$ cat src/rtl/clock_time_ctrl.sv
// Timekeeping controller: 1 Hz prescaler, BCD HH:MM:SS counters and a
// RUN / SET_H / SET_M mode machine driven by two debounced buttons.
module clock_time_ctrl #(
  parameter int unsigned TICK_DIV = 50_000_000
) (
  input  logic       clk,
  input  logic       rst,
  input  logic       mode_btn,
  input  logic       inc_btn,
  output logic [7:0] hour_bcd,
  output logic [7:0] min_bcd,
  output logic [7:0] sec_bcd,
  output logic [1:0] mode,
  output logic       blink,
  output logic       sec_tick
);

  localparam int unsigned PW = $clog2(TICK_DIV);
  localparam logic [PW-1:0] PCNT_LAST = PW'(TICK_DIV - 1);
  localparam logic [PW-1:0] PCNT_HALF = PW'(TICK_DIV / 2 - 1);

  typedef enum logic [1:0] {
    S_RUN   = 2'd0,
    S_SET_H = 2'd1,
    S_SET_M = 2'd2
  } state_t;

  state_t        state, state_nxt;
  logic [PW-1:0] pcnt, pcnt_nxt;
  logic          phase, phase_nxt;
  logic          mode_q, inc_q;
  logic          tick, mode_edge, inc_edge, leave_set;
  logic [7:0]    hour_nxt, min_nxt, sec_nxt;

  // Wrapping BCD increment; maxv is the last legal value of the field.
  function automatic logic [7:0] bcd_inc(input logic [7:0] v, input logic [7:0] maxv);
    if (v == maxv)          return 8'h00;
    else if (v[3:0] == 4'd9) return {v[7:4] + 4'd1, 4'd0};
    else                    return {v[7:4], v[3:0] + 4'd1};
  endfunction

  assign tick      = (pcnt == PCNT_LAST);
  assign mode_edge = mode_btn & ~mode_q;
  assign inc_edge  = inc_btn & ~inc_q;
  assign leave_set = mode_edge && (state == S_SET_M);
  assign mode      = state;

  always_ff @(posedge clk or posedge rst) begin
    if (rst) state <= S_RUN;
    else     state <= state_nxt;
  end

  always_comb begin
    state_nxt = state;
    if (mode_edge) begin
      unique case (state)
        S_RUN:   state_nxt = S_SET_H;
        S_SET_H: state_nxt = S_SET_M;
        default: state_nxt = S_RUN;
      endcase
    end
  end

  // Prescaler and blink phase; leaving SET_M restarts the second cleanly.
  always_comb begin
    pcnt_nxt  = tick ? '0 : pcnt + PW'(1);
    phase_nxt = phase ^ (tick || (pcnt == PCNT_HALF));
    if (leave_set) begin
      pcnt_nxt  = '0;
      phase_nxt = 1'b0;
    end
  end

  // All time fields resolve in one place so they commit on the same edge.
  always_comb begin
    hour_nxt = hour_bcd;
    min_nxt  = min_bcd;
    sec_nxt  = sec_bcd;
    unique case (state)
      S_RUN: begin
        if (tick) begin
          sec_nxt = bcd_inc(sec_bcd, 8'h59);
          if (sec_bcd == 8'h59) begin
            min_nxt = bcd_inc(min_bcd, 8'h59);
            if (min_bcd == 8'h59) hour_nxt = bcd_inc(hour_bcd, 8'h23);
          end
        end
      end
      S_SET_H: begin
        if (inc_edge && !mode_edge) hour_nxt = bcd_inc(hour_bcd, 8'h23);
      end
      default: begin
        if (inc_edge && !mode_edge) min_nxt = bcd_inc(min_bcd, 8'h59);
        if (mode_edge)              sec_nxt = 8'h00;
      end
    endcase
  end

  always_ff @(posedge clk or posedge rst) begin
    if (rst) begin
      pcnt     <= '0;
      phase    <= 1'b0;
      mode_q   <= 1'b0;
      inc_q    <= 1'b0;
      hour_bcd <= 8'h00;
      min_bcd  <= 8'h00;
      sec_bcd  <= 8'h00;
      blink    <= 1'b0;
      sec_tick <= 1'b0;
    end else begin
      pcnt     <= pcnt_nxt;
      phase    <= phase_nxt;
      mode_q   <= mode_btn;
      inc_q    <= inc_btn;
      hour_bcd <= hour_nxt;
      min_bcd  <= min_nxt;
      sec_bcd  <= sec_nxt;
      blink    <= phase_nxt && (state_nxt != S_RUN);
      sec_tick <= tick && (state == S_RUN);
    end
  end

endmodule

$ cat config.mk
export PLATFORM = sky130hd
export DESIGN_NAME = clock_time_ctrl
export DESIGN_NICKNAME = d
export VERILOG_FILES = /design/src/rtl/clock_time_ctrl.sv
export SDC_FILE = /design/constraint.sdc
export NUM_CORES = 1
export LEC_CHECK = 0
export BUFFER_PORTS_ARGS = -buffer_cell sky130_fd_sc_hd__buf_4
export CORE_MARGIN = 2
export CORE_UTILIZATION = 35
export DETAILED_ROUTE_END_ITERATION = 12
export PLACE_DENSITY_LB_ADDON = 0.05
export SLEW_MARGIN = 20
export SYNTH_ARGS = -nofsm -noshare
export SYNTH_HDL_FRONTEND = slang
export SYNTH_SLANG_ARGS = --single-unit
$ cat constraint.sdc
create_clock -name clk -period 3.4 [get_ports clk]
set_clock_uncertainty 0.15 [all_clocks]
set_input_delay 1.02 -clock clk [delete_from_list [all_inputs] [get_ports clk]]
set_output_delay 1.02 -clock clk [all_outputs]
set_load 0.02 [all_outputs]
==> impl_metrics.env, run 1 <==
export IMPL_status="completed"
export IMPL_pre_cts_slack_ns=0.736
export IMPL_wl_met3_um=215
export IMPL_htree_levels=3
export IMPL_drtIter0Drc=58
export IMPL_ys_seq_area_share_pct=45.8
export IMPL_fin_crit_ns=2.52
export IMPL_max_vdd_ir_drop_mv=0.307
export IMPL_clock_latency_ns=0.34
export IMPL_power_internal_mw=1.39
export IMPL_dp_hpwl_mm=4.72
export IMPL_vias=2391
export IMPL_via_per_inst=5.08
export IMPL_power_density_mw_per_mm2=585
export IMPL_layout_setup_ws_ns=0.879
export IMPL_cts_resized=0
export IMPL_setup_worst_path_end="hour_bcd[0]"
export IMPL_ant_nets=0
export IMPL_numCtsBuffers=9
export IMPL_postCtsSetupBuffers=0
export IMPL_fmax_ghz=0.397
export IMPL_routed_wl_met2_mm=3.08
export IMPL_worst_pin_slew_ns=0.812
export IMPL_synth_distinct_cells=53
export IMPL_crit_fanout=6
export IMPL_cts_tree="built"
export IMPL_setup_viol=0
export IMPL_crit_cells=5
export IMPL_track_usage_pct=15.0
export IMPL_io_buffers=31
export IMPL_io_pins=32
export IMPL_swShare_pct=35.7
export IMPL_r2r_setup_slack_ns=0.88
export IMPL_hp_class="flop to flop"
export IMPL_final_cell_mix="dfrtp_1, nor2_1, buf_4, nand3_1, nand2_1"
export IMPL_avgSynthCellArea_um2=9.80
export IMPL_place_congestion=0.823
export IMPL_netlist_area_mm2=0.00312
export IMPL_grt_first_pass_wirelength_mm=11.6
export IMPL_path_cells="nand4bb_1 > or4_4 > nor4b_4 > or2_2 > mux2_1"
export IMPL_layout_cells_most_common="dfrtp_1"
export IMPL_seq_area_mm2=0.00143
export IMPL_critPathCaptureType="flop"
export IMPL_fin_tns_setup_ns=0
export IMPL_maxUsedRoutingLayer="met4"
export IMPL_grt_pass1_vias=2346
export IMPL_cts_sinks=57
export IMPL_async_flop_share_pct=100
export IMPL_core_area_mm2=0.00868
export IMPL_syn_inst=318
export IMPL_critical_path_max_stage_delay_ns=0.56
export IMPL_diodes=0
export IMPL_totalWireLength_mm=6.72
export IMPL_clockBufferDepth=2
export IMPL_cp_slowest_cell="or4_4"
export IMPL_final_layout_size_suffix_gt1_share_pct=18.5
export IMPL_power_frac_seq_pct=44.4
export IMPL_overflow=0
export IMPL_ctsRootBufferMaster="clkbuf_8"
export IMPL_die_w_um=98.4
export IMPL_nNetsFinal=376
export IMPL_critPathBufInv=0
export IMPL_drc=0
export IMPL_crit_reg2reg_launch="pcnt[16]"
export IMPL_antenna_found_initial=0
export IMPL_grt_max_degree=58
export IMPL_holdBufCountCts=0
export IMPL_initial_core_util_pct=35.9
export IMPL_syn2layout_area_growth_pct=18.5
export IMPL_yosysWarnings=0
export IMPL_multiInputGateArea_mm2=0.00162
export IMPL_crit_path_start_kind="flop"
export IMPL_rsz0062_at_grt="no"
export IMPL_synth_edf_count=0
export IMPL_dr_pass1_iters=5
export IMPL_switching_power_uw=771
export IMPL_hold_viol=0
export IMPL_slew_headroom_pct=45.4
export IMPL_reg2regPathDepth=5
export IMPL_report_final_slew_viol_count=0
export IMPL_cp_startpoint="pcnt[16]"
export IMPL_syn_nets=335
export IMPL_nFillCells=888
export IMPL_crit_family="simple AND/OR/NAND/NOR gates"
export IMPL_maxCapViolations=0
export IMPL_comb_power_share_pct=28.5
export IMPL_period_share_pct=74.2
export IMPL_leakagePower_nw=1.70
export IMPL_cp_data_required_time_ns=3.47
export IMPL_ys_ff_latch=57
export IMPL_m1WireLength_mm=3.32
export IMPL_path_class="flop to flop"
export IMPL_synth_flop_cell="dfrtp_1"
export IMPL_clkTransAtPathRegs_ns=0.06
export IMPL_r2r_end="hour_bcd[0]"
export IMPL_worst_ep_arrival_time_ns=2.60
export IMPL_dieArea_mm2=0.00968
export IMPL_fp_row_count=34
export IMPL_wl_per_cell_um=14.3
export IMPL_clkPwrFrac_pct=27.0
export IMPL_die_height_um=98.4
cell usage after synthesis (all sizes together) (2+ instances only):
cell type | count | share of area (%)
dfrtp | 57 | 46
nor2 | 51 | 6.1
nand3 | 20 | 3.2
nand2 | 16 | 1.9
xor2 | 15 | 4.2
inv | 14 | 1.7
ha | 13 | 5.2
nand4 | 13 | 2.6
o21ai | 11 | 1.9
xnor2 | 11 | 3.1
mux2 | 9 | 3.3
and3 | 6 | 1.2
clkbuf | 6 | 0.72
nor3 | 6 | 0.96
nor4b | 6 | 2.2
nand3b | 5 | 1.2
nor4 | 5 | 1.2
a21oi | 4 | 0.64
nand2b | 4 | 0.80
o41ai | 4 | 1.1
a22o | 3 | 0.84
and3b | 3 | 0.84
and4 | 3 | 0.84
nor2b | 3 | 0.60
or2 | 3 | 0.60
a21o | 2 | 0.48
and2 | 2 | 0.40
nand4bb | 2 | 0.72
o211ai | 2 | 0.48
o22ai | 2 | 0.60
or4 | 2 | 0.60
final cells by class:
class,instances,share of cell area [%]
Clock buffer,12,4.47
Sequential cell,57,38.6
Timing Repair Buffer,36,7.66
Tap cell,108,3.66
Clock inverter,3,0.407
Inverter,14,1.42
Multi-Input combinational cell,241,43.7
state kept, by name, summed over array words and instances (netlist names):
register  flops
mode_q        1
pcnt         26
inc_q         1
min_bcd       8
mode          2
sec_bcd       8
phase         1
hour_bcd      8
sec_tick      1
blink         1
metal layers:
layer	vias up	GRT usage, %
met3	12	5.44
met1	1121	19.6
li1	1221	-
met4	0	5.06
met5	-	0
met2	37	23.1
stage by stage:
step	power [mW]	hold WS, ns	std cells	util (%)	cell area [um^2]
after floorplan	1.37	0.305	318	-	3120
after global placement	1.59	0.329	456	40.5	3510
after detailed placement	1.60	0.327	456	40.5	3510
after CTS	2.20	0.336	471	42.5	3690
after global routing	2.33	0.369	471	42.5	3690
final	2.16	0.331	471	42.5	3690
cell families (layout without fill, tap and decap cells):
family / Yosys count / after routing / synth area share (%)
simple gates: 154 / 154 / 27.1
flops: 57 / 57 / 45.8
compound gates: 38 / 38 / 8.63
xor+xnor: 26 / 26 / 7.31
buf+inv: 20 / 65 / 2.41
fa+ha+maj: 13 / 13 / 5.22
mux: 10 / 10 / 3.57
worst min path at each step:
stage	from	end	slack, ns	depth (start not counted)
after global placement	pcnt[0]	pcnt[0]	0.33	1
after floorplan	pcnt[0]	pcnt[0]	0.30	1
after CTS	pcnt[0]	pcnt[0]	0.34	1
final	pcnt[0]	pcnt[0]	0.33	1
after detailed placement	pcnt[0]	pcnt[0]	0.33	1
after global routing	pcnt[0]	pcnt[0]	0.37	1
power by group through the flow:
| stage | registers, mW | logic (mW) | clock network, mW |
|---|---|---|---|
| 2_1_floorplan | 1.02 | 0.346 | 0 |
| 3_3_place_gp | 0.973 | 0.621 | 0 |
| 3_5_place_dp | 0.973 | 0.628 | 0 |
| 4_1_cts | 0.961 | 0.629 | 0.612 |
| 5_1_grt | 0.985 | 0.699 | 0.643 |
| 6_report | 0.960 | 0.617 | 0.585 |
Power figures use the tool's default switching activity.
==> run 2, diff against run 1 <==
clock period = 2.55 ns   (was 3.4 ns; I/O delays follow)
==> run 2 against run 1 <==
  * Final area rose by 4.0%
  * Setup slack lost 0.69 ns
  * Clock-buffer cell count up 1
  * First-iteration DRC count grew 110%
  * Critical path type unchanged
==> impl_metrics.env, run 2 (synthesis results as in run 1) <==
export IMPL_worst_ep_arrival_time_ns=2.43
export IMPL_final_layout_size_suffix_gt1_share_pct=22.2
export IMPL_layout_cells_most_common="dfrtp_1"
export IMPL_max_vdd_ir_drop_mv=0.384
export IMPL_clockBufferDepth=2
export IMPL_fin_crit_ns=2.36
export IMPL_nNetsFinal=395
export IMPL_final_cell_mix="dfrtp_1, buf_4, nor2_1, nand3_1, nand2_1"
export IMPL_fmax_ghz=0.423
export IMPL_syn2layout_area_growth_pct=23.2
export IMPL_slew_headroom_pct=56.3
export IMPL_path_class="flop to flop"
export IMPL_totalWireLength_mm=7.20
export IMPL_period_share_pct=92.6
export IMPL_worst_pin_slew_ns=0.653
export IMPL_layout_setup_ws_ns=0.188
export IMPL_maxCapViolations=0
export IMPL_grt_max_degree=58
export IMPL_grt_first_pass_wirelength_mm=12.4
export IMPL_vias=2540
export IMPL_r2r_setup_slack_ns=0.19
export IMPL_crit_path_start_kind="flop"
export IMPL_dp_hpwl_mm=5.10
export IMPL_r2r_end="hour_bcd[0]"
export IMPL_overflow=0
export IMPL_status="completed"
export IMPL_grt_pass1_vias=2548
export IMPL_holdBufCountCts=0
export IMPL_fp_row_count=34
export IMPL_wl_per_cell_um=14.7
export IMPL_power_density_mw_per_mm2=757
export IMPL_fin_tns_setup_ns=0
export IMPL_cp_data_required_time_ns=2.62
export IMPL_htree_levels=3
export IMPL_clock_latency_ns=0.33
export IMPL_leakagePower_nw=1.80
export IMPL_dpl_cell_area_mm2=0.00367
export IMPL_numCtsBuffers=9
export IMPL_seq_area_mm2=0.00143
export IMPL_antenna_found_initial=0
export IMPL_report_final_slew_viol_count=0
export IMPL_pre_cts_slack_ns=0.178
export IMPL_largest_reg_flops=26
export IMPL_die_w_um=98.4
export IMPL_regMostFlops="pcnt"
export IMPL_dieArea_mm2=0.00968
export IMPL_cts_tree="built"
export IMPL_core_area_mm2=0.00868
export IMPL_via_per_inst=5.17
export IMPL_ctsRootBufferMaster="clkbuf_8"
export IMPL_nFillCells=870
export IMPL_track_usage_pct=16.2
export IMPL_critPathCaptureType="flop"
export IMPL_dr_pass1_iters=4
export IMPL_ant_nets=0
export IMPL_io_pins=32
export IMPL_drc=0
export IMPL_clkTransAtPathRegs_ns=0.07
export IMPL_place_congestion=0.822
export IMPL_hold_viol=0
export IMPL_crit_reg2reg_launch="pcnt[16]"
export IMPL_die_height_um=98.4
export IMPL_cp_startpoint="pcnt[16]"
export IMPL_diodes=0
export IMPL_io_buffers=31
export IMPL_cts_resized=0
export IMPL_postCtsSetupBuffers=0
export IMPL_reg2regPathDepth=5
export IMPL_drtIter0Drc=124
export IMPL_cts_sinks=57
export IMPL_crit_fanout=5
export IMPL_setup_viol=0
export IMPL_hp_class="primary input to asynchronous set/reset pin"
export IMPL_fin_area_mm2=0.00384
export IMPL_rsz0062_at_grt="no"
export IMPL_multiInputGateArea_mm2=0.00162
export IMPL_initial_core_util_pct=35.9
## run 2: cell count changes in the layout (fill, tap and decap cells not counted), sizes merged
cell,previous run,this run
buf,36,55
clkbuf,12,13
## run 2: critical path, cell delays in order (launching register included)
cell and delay, ns:
dfrtp_1 0.42, nand4bb_1 0.23, or4_4 0.55, nor4b_4 0.35
or2_2 0.23, mux2_1 0.32
## run 2: area by class of cell
class                           count  area share, %
Clock buffer                       13           4.14
Sequential cell                    57           37.1
Timing Repair Buffer               55           11.4
Tap cell                          108           3.52
Multi-Input combinational cell    241           42.1
Clock inverter                      3          0.391
Inverter                           14           1.37
## run 2: how the worst max path moves through the flow
stage | end | slack (ns) | cells after the start
2_1_floorplan | hour_bcd[0] | 0.17 | 4
3_3_place_gp | min_bcd[4] | 0.22 | 7
3_5_place_dp | hour_bcd[5] | 0.18 | 6
4_1_cts | hour_bcd[0] | 0.17 | 5
5_1_grt | hour_bcd[5] | 0.05 | 6
6_report | hour_bcd[0] | 0.19 | 5
## run 2: per-stage QoR
step	util [%]	hold slack (ns)	cells	power, mW
floorplan	-	0.305	318	1.83
CTS	44.3	0.341	491	2.95
global placement	42.3	0.318	475	2.16
finish	44.3	0.339	491	2.91
global route	44.3	0.332	491	3.13
detailed placement	42.3	0.331	475	2.17
## run 2: where the power goes
part | leakage [nW] | internal, mW | switching [mW]
sequential | 0.759 | 1.06 | 0.209
combinational | 0.945 | 0.393 | 0.479
clock | 0.0932 | 0.401 | 0.361
## run 2: metal layers
layer / part of all wire, % / global-route usage (%) / vias to the layer above
met2: 47 / 25.0 / 41
met1: 48 / 21.3 / 1232
li1: - / - / 1258
met3: 3.7 / 5.65 / 9
met4: 1.7 / 5.37 / 0
met5: 0 / 0 / -
==> run 3, diff against run 2 <==
clock period = 2.7 ns   (was 2.55 ns; I/O delays follow)
==> run 3 against run 2 <==
  * Combinational power is 9.1% lower
  * Sequential power shrank 5%
  * Worst hold slack lost 0.0057 ns
  * First-iteration DRC count fell by 42%
  * Global-route usage down 1.3 points
  * Clock power is essentially flat
  * Total power fell by 4.8%
  * Flip-flop and latch count stayed put
  * Final area shrank 2.4%
  * Sequential share of layout area up 0.92 points
  * Maximum frequency decreased by 5.2%
  * Critical path type unchanged
  * Largest cell class unchanged
  * Largest power group unchanged
==> impl_metrics.env, run 3 (synthesis results as in run 1) <==
export IMPL_status="completed"
export IMPL_grt_pass1_vias=2393
export IMPL_fin_cells=479
export IMPL_hp_class="flop to flop"
export IMPL_cts_tree="built"
export IMPL_holdBufCountCts=0
export IMPL_setup_viol=0
export IMPL_final_util_pct=43.2
export IMPL_regMostFlops="pcnt"
export IMPL_pre_cts_slack_ns=0.198
export IMPL_track_usage_pct=14.9
export IMPL_dieArea_mm2=0.00968
export IMPL_place_congestion=0.855
export IMPL_syn2layout_area_growth_pct=20.3
export IMPL_initial_core_util_pct=35.9
export IMPL_fin_tns_setup_ns=0
export IMPL_max_vdd_ir_drop_mv=0.284
export IMPL_grt_first_pass_wirelength_mm=11.6
export IMPL_ant_nets=0
export IMPL_path_class="flop to flop"
export IMPL_drc=0
export IMPL_worst_pin_slew_ns=0.713
export IMPL_cp_data_required_time_ns=2.77
export IMPL_critPathCaptureType="flop"
export IMPL_grt_max_degree=38
export IMPL_crit_reg2reg_launch="pcnt[11]"
export IMPL_core_area_mm2=0.00868
export IMPL_dr_pass1_iters=4
export IMPL_hold_viol=0
export IMPL_final_cell_mix="dfrtp_1, nor2_1, buf_4, nand3_1, nand2_1"
export IMPL_final_layout_size_suffix_gt1_share_pct=19.7
export IMPL_io_pins=32
export IMPL_die_w_um=98.4
export IMPL_layout_cells_most_common="dfrtp_1"
export IMPL_fp_row_count=34
export IMPL_cts_sinks=57
export IMPL_ctsRootBufferMaster="clkbuf_8"
export IMPL_worst_ep_arrival_time_ns=2.56
export IMPL_report_final_slew_viol_count=0
export IMPL_postCtsSetupBuffers=0
export IMPL_cts_resized=0
export IMPL_vias=2463
export IMPL_htree_levels=3
export IMPL_leakagePower_nw=1.73
export IMPL_wl_per_cell_um=14.4
export IMPL_rsz0062_at_grt="no"
export IMPL_largest_reg_flops=26
export IMPL_power_density_mw_per_mm2=739
export IMPL_die_height_um=98.4
export IMPL_layout_setup_ws_ns=0.210
export IMPL_dp_hpwl_mm=4.91
export IMPL_overflow=0
export IMPL_cp_startpoint="pcnt[11]"
export IMPL_crit_path_start_kind="flop"
export IMPL_slew_headroom_pct=52.3
export IMPL_fmax_ghz=0.402
export IMPL_clockBufferDepth=2
export IMPL_totalWireLength_mm=6.90
export IMPL_clkTransAtPathRegs_ns=0.07
export IMPL_numCtsBuffers=9
export IMPL_nNetsFinal=384
export IMPL_dp_cells=464
export IMPL_drtIter0Drc=72
export IMPL_io_buffers=31
export IMPL_period_share_pct=92.2
export IMPL_antenna_found_initial=0
export IMPL_maxCapViolations=0
export IMPL_crit_fanout=6
export IMPL_min_from="pcnt[0]"
export IMPL_fin_crit_ns=2.49
export IMPL_via_per_inst=5.14
export IMPL_diodes=0
export IMPL_clock_latency_ns=0.33
## run 3: changes by cell type in the layout (fill, tap and decap cells not counted)
cell / delta
buf_4: -10
clkbuf_8: -2
buf_12: -1
bufinv_16: +1
## run 3: power breakdown
group / leakage, nW / total [mW] / internal (mW) / switching [mW]
clock network: 0.0929 / 0.765 / 0.417 / 0.348
logic: 0.882 / 0.793 / 0.356 / 0.437
registers: 0.759 / 1.21 / 1.01 / 0.207
## run 3: cell type report
cell class                      instances  area, um^2
Sequential cell                        57        1430
Inverter                               14        52.6
Tap cell                              108         135
Fill cell                             865        4930
Multi-Input combinational cell        241        1620
Timing Repair Buffer                   44         343
Clock buffer                           11         131
Clock inverter                          4        45.0
## run 3: worst paths after layout
path                                    end  slack [ns]  depth (start not counted)
worst max-delay path            hour_bcd[0]        0.21                          5
worst min-delay path                pcnt[0]        0.33                          1
worst max register to register  hour_bcd[0]        0.21                          5
worst min register to register      pcnt[0]        0.33                          1
max in group asynchronous           mode[0]        1.49                          3
min in group asynchronous           pcnt[3]        0.35                          2
## run 3: worst max-delay path, stage by stage, from the launching register on
cell       delay (ns)
dfrtp_1          0.43
nand4bb_1        0.24
or4_4            0.55
nor4b_4          0.46
or2_2            0.23
mux2_1           0.32
## run 3: metrics by stage
| stage | hold slack [ns] | power [mW] | instance area, um^2 |
|---|---|---|---|
| after floorplan | 0.305 | 1.72 | 3120 |
| after CTS | 0.337 | 2.80 | 3750 |
| after global routing | 0.372 | 2.96 | 3750 |
| after global placement | 0.319 | 2.02 | 3570 |
| final | 0.334 | 2.77 | 3750 |
| after detailed placement | 0.329 | 2.03 | 3570 |
## run 3: metal layers
layer | routed length [um] | vias to the layer above | GRT usage (%)
met5 | 0 | - | 0
met2 | 3030 | 54 | 22.1
met1 | 3470 | 1157 | 20.6
met4 | 91 | 0 | 5.16
li1 | - | 1245 | -
met3 | 315 | 7 | 4.72
